### src/rtl/rr_arbiter8.sv
// Eight-way round-robin arbiter with a per-winner hold limit.
// Outputs are registered: a decision taken at a clock edge is visible right after it.
module rr_arbiter8 #(
  parameter int MAX_HOLD = 4
) (
  input  logic       clk,
  input  logic       rst,
  input  logic       en,
  input  logic [7:0] req,
  output logic       gnt_en,
  output logic [2:0] gnt_idx,
  output logic [7:0] gnt
);

  typedef enum logic [0:0] {
    IDLE  = 1'b0,
    GRANT = 1'b1
  } state_t;

  localparam logic [3:0] MAX_CNT = 4'(MAX_HOLD);

  state_t     state_r, state_s;
  logic [2:0] ptr_r, ptr_s;
  logic [3:0] cnt_r, cnt_s;
  logic [2:0] idx_s;
  logic       en_s;
  logic [7:0] gnt_s;
  logic [2:0] rel_ptr_s;
  logic [2:0] win_idle_s;
  logic [2:0] win_rel_s;

  // First set bit of r scanning upward from p, wrapping modulo 8.
  function automatic logic [2:0] pick(input logic [7:0] r, input logic [2:0] p);
    logic [2:0] idx;
    logic       found;
    pick  = p;
    found = 1'b0;
    for (int i = 0; i < 8; i++) begin
      idx = p + 3'(i);
      if (!found && r[idx]) begin
        pick  = idx;
        found = 1'b1;
      end
    end
  endfunction

  // Candidate winners: from the stored pointer, and from the post-release pointer.
  always_comb begin
    rel_ptr_s  = gnt_idx + 3'd1;
    win_idle_s = pick(req, ptr_r);
    win_rel_s  = pick(req, rel_ptr_s);
  end

  // Next-state and next-output decision.
  always_comb begin
    state_s = state_r;
    ptr_s   = ptr_r;
    cnt_s   = cnt_r;
    idx_s   = gnt_idx;
    en_s    = 1'b0;
    case (state_r)
      IDLE: begin
        if (en && (req != 8'h00)) begin
          state_s = GRANT;
          idx_s   = win_idle_s;
          cnt_s   = 4'd1;
          en_s    = 1'b1;
        end else begin
          state_s = IDLE;
        end
      end
      GRANT: begin
        if (!en) begin
          state_s = IDLE;
          ptr_s   = rel_ptr_s;
          cnt_s   = 4'd0;
        end else if (req[gnt_idx] && (cnt_r < MAX_CNT)) begin
          cnt_s = cnt_r + 4'd1;
          en_s  = 1'b1;
        end else begin
          // Release: the old winner drops to lowest priority for the re-pick.
          ptr_s = rel_ptr_s;
          if (req != 8'h00) begin
            idx_s = win_rel_s;
            cnt_s = 4'd1;
            en_s  = 1'b1;
          end else begin
            state_s = IDLE;
            cnt_s   = 4'd0;
          end
        end
      end
      default: begin
        state_s = IDLE;
        cnt_s   = 4'd0;
      end
    endcase
    gnt_s = en_s ? (8'h01 << idx_s) : 8'h00;
  end

  // State and output registers with synchronous reset.
  always_ff @(posedge clk) begin
    if (rst) begin
      state_r <= IDLE;
      ptr_r   <= 3'd0;
      cnt_r   <= 4'd0;
      gnt_en  <= 1'b0;
      gnt_idx <= 3'd0;
      gnt     <= 8'h00;
    end else begin
      state_r <= state_s;
      ptr_r   <= ptr_s;
      cnt_r   <= cnt_s;
      gnt_en  <= en_s;
      gnt_idx <= idx_s;
      gnt     <= gnt_s;
    end
  end

endmodule

### config.mk
export PLATFORM = sky130hd
export DESIGN_NAME = rr_arbiter8
export DESIGN_NICKNAME = d
export VERILOG_FILES = /design/src/rtl/rr_arbiter8.sv
export SDC_FILE = /design/constraint.sdc
export NUM_CORES = 1
export LEC_CHECK = 0
export CORE_ASPECT_RATIO = 2
export CORE_MARGIN = 2
export CORE_UTILIZATION = 40
export DETAILED_ROUTE_END_ITERATION = 8
export GPL_TIMING_DRIVEN = 0
export PLACE_DENSITY = 0.55
export SKIP_LAST_GASP = 1
export SLEW_MARGIN = 20
export SYNTH_ARGS = -nofsm -noshare
export SYNTH_HDL_FRONTEND = slang
export SYNTH_SLANG_ARGS = --single-unit
### constraint.sdc
create_clock -name clk -period 7.8 [get_ports clk]
set_clock_uncertainty 0.1 [all_clocks]
set_input_delay 1.95 -clock clk [delete_from_list [all_inputs] [get_ports clk]]
set_output_delay 1.95 -clock clk [all_outputs]
set_load 0.005 [all_outputs]
==> results.tsv <==
stage	metric	value	unit
run_status	status	finished clean	
synth	mean post-synth cell area	9.04	um^2
floorplan	starting density of the core	41.7	%
drt	Detailed Routing Iterations Pass 1	5	
setup_path	CP Class	in -> reg	
power	Clock Power Share	17.6	%
power	net load switching power	255	uW
layout	area grow syn2layout	15.1	%
cts	clk buf depth	2	
timing	Final TNS setup	0	ns
setup_path	critical path peak fanout	10	
setup_path	FF-to-FF setup slack	3.32	ns
drt	DRC violations left	0	
setup_path	Setup crit start	req[3]	
floorplan	# rows	40	
layout	post-layout util	48.0	%
synth	sequential fraction of the synthesis area	15.2	%
global_route	Total GRT Usage	23.4	%
global_route	initial antenna violation count	0	
floorplan	core area	6010	um^2
layout	Ant. Diodes	0	
power	P_int	341	uW
timing	Worst-Margin Slew	0.957	ns
cts	Clock Latency Late Sink	0.25	ns
synth	Synth Flop Type	dfxtp_1	
drt	Antenna Nets Post-Route	0	
global_route	GR peak layer	met2	
timing	worst rel slew slack	34.5	%
drt	vias per inst	6.58	
setup_path	origin of the critical flop-to-flop path	ptr_r[0]$_SDFFE_PP0P_	
layout	commonest cells after routing, fill and taps aside	nor2_1 (27), mux4_2 (22), clkdlybuf4s50_1 (22)	
power	pwr dens	207	nW/um^2
cts	H-tree Lvls	1	
synth	post-synth top area share	19.8	%
place	hpwl dp	6.12	mm
setup_path	FF-to-FF path depth	13	
timing	setup repair after global routing missed its margin	false	
floorplan	Die Y	116	um
layout	commonest non-fill, non-tap cell in the layout	nor2_1	
global_route	first-pass GRT wire length	12.3	mm
cts	clock sinks	19	
run	Max Cap Violations	0	
timing	Setup-failing EPs final	0	
setup_path	crit-path cells	clkdlybuf4s50_1 -> clkbuf_1 -> mux2i_1 -> mux4_2 -> nor2b_1 -> nor2_1 -> o211ai_1 -> a2111oi_0 -> a211oi_1 -> nor3_1	
synth	ys async rst share	0	%
power	Sw Share	42.8	%
synth	largest area contributor in the netlist	mux4_2	
hold_path	Hold/Removal Path Class	reg -> reg	
cts	CTS resizes	0	
setup_path	worst reg2reg endpoint	gnt[4]$_SDFF_PP0_	
timing	Final period util	69.7	%
timing	Max Slew Vio Count	0	
synth	Ys Warns	0	
power	Combinational Power Share	63.6	%
setup_path	Data arrival, critical path	5.50	ns
hold_path	Worst Hold Depth	1	
power	Seq pwr share	18.8	%
floorplan	Die Wd	59.9	um
drt	total routed wirelength	7.73	mm
setup_path	Critical Path End	gnt[4]$_SDFF_PP0_	
cts	Worst-path clk slew	0.05	ns
synth	syn_nets	293	
setup_path	CP max stage cell	a2111oi_0	
timing	Fin. Hold Viols	0	
global_route	met2 Usage GRT	45.0	%
setup_path	CP max stage delay	0.78	ns
drt	Starting DRT DRC Count	141	
setup_path	CP startpoint kind	input port	
floorplan	die area	6950	um^2
global_route	largest net degree at the start of global routing	12	
synth	mapped cell area	2500	um^2
power	leakage power	1.02	nW
cts	Post-CTS Setup Bufs	0	
global_route	vias in the first global route	2358	
cts	TritonCTS clock tree	yes	
drt	via count	2407	
layout	layout cell share with drive strength beyond 1	17.8	%
synth	number of synthesized flops with an enable pin	0	
setup_path	Data required, critical path	7.87	ns
layout	Nets	320	
synth	Synth Instances	277	
global_route	Congestion Overflow GR	0	
place	count of input and output buffers	22	
global_route	met1 Usage GRT	24.8	%
global_route	met3 Use GR	1.12	%
cts	CTS Root Cell	clkbuf_16	
power	peak supply drop	0.000123	V
setup_path	CP Capture Type	flip-flop	
cts	Hold Buf Count CTS	0	
place	gp weighted congestion	0.933	
cts	clock buffer count from CTS	3	
synth	top post-synthesis cells by area	mux4_2 (20%), dfxtp_1 (15%), mux2i_1 (5.6%), nor2_1 (4.0%), mux2_2 (3.1%)	
synth	Yosys cell types	63	
floorplan	I/O pin cnt	23	
synth	FF+latch count, synth	19	
drt	WL/cell	21.1	um
timing	f_max	184	MHz
timing	Tmin final	5.44	ns
==> logic make-up after synthesis <==
logic type,share of synthesized area (%)
buf+inv,6.30
compound gates,17.8
mux,29.1
xor+xnor,3.95
flops,15.2
simple gates,25.1
fa+ha+maj,2.50
==> power by group through the flow <==
stage	Sequential, mW	Combinational (mW)	Clock [mW]
6_report	0.112	0.379	0.105
5_1_grt	0.113	0.413	0.110
4_1_cts	0.112	0.377	0.107
3_5_place_dp	0.114	0.374	0
3_3_place_gp	0.114	0.373	0
2_1_floorplan	0.112	0.284	0
==> state kept, by name, summed over array words and instances, names as in the netlist <==
register,count
gnt_idx,3
gnt,8
cnt_r,4
ptr_r,3
state_r,1
==> through the flow <==
stage	power, mW	cells	hold WS (ns)	setup WS (ns)	instance area, um^2
after floorplan	0.396	277	0.375	3.44	2500
after global placement	0.487	362	0.392	2.29	2800
after detailed placement	0.488	362	0.399	2.23	2800
after CTS	0.596	366	0.406	2.40	2880
after global routing	0.636	366	0.428	2.11	2880
final	0.596	366	0.418	2.36	2880
==> worst max-delay path, delay by kind of cell <==
family	cells	cell delay, ns
compound gates	3	1.19
buf+inv	2	0.90
simple gates	3	0.75
mux	2	0.72
==> layer usage <==
layer	part of all wire, %	vias up	routed length (um)
met3	2.1	23	166
met2	57	62	4370
met1	36	1178	2790
met5	0	-	0
li1	-	1144	-
met4	5.2	0	399
==> how the worst min path moves through the flow <==
stage	slack, ns	endpoint	startpoint
final	0.42	cnt_r[3]$_SDFFE_PP0P_	cnt_r[3]$_SDFFE_PP0P_
after global routing	0.43	cnt_r[3]$_SDFFE_PP0P_	cnt_r[3]$_SDFFE_PP0P_
after CTS	0.41	cnt_r[3]$_SDFFE_PP0P_	cnt_r[3]$_SDFFE_PP0P_
after detailed placement	0.40	cnt_r[3]$_SDFFE_PP0P_	cnt_r[3]$_SDFFE_PP0P_
after global placement	0.39	cnt_r[3]$_SDFFE_PP0P_	cnt_r[3]$_SDFFE_PP0P_
after floorplan	0.37	cnt_r[3]$_SDFFE_PP0P_	cnt_r[3]$_SDFFE_PP0P_
==> cells in the mapped netlist (all sizes together), types with 3 or more instances <==
master	n
nor2	28
mux4	22
dfxtp	19
mux2i	14
clkbuf	13
nor3	12
nand2	11
buf	10
nand3	10
a21oi	9
inv	8
mux2	8
nor2b	7
nor3b	7
a31oi	5
ha	5
nand2b	5
nor4	5
o21ai	5
or2	5
a211oi	4
a32oi	4
o211ai	4
or4	4
xor2	4
a22oi	3
and3	3
nand3b	3
o221ai	3
o22ai	3
o31ai	3
==> final cells by class <==
class                      count  area, um^2
fill                         594        3120
tap                           63        78.8
multi-input combinational    227        1970
sequential                    19         380
inverter                       8        30.0
buffer                        23         128
timing repair buffer          22         220
clock inverter                 1        5.00
clock buffer                   3        75.1
Power figures use the tool's default switching activity.
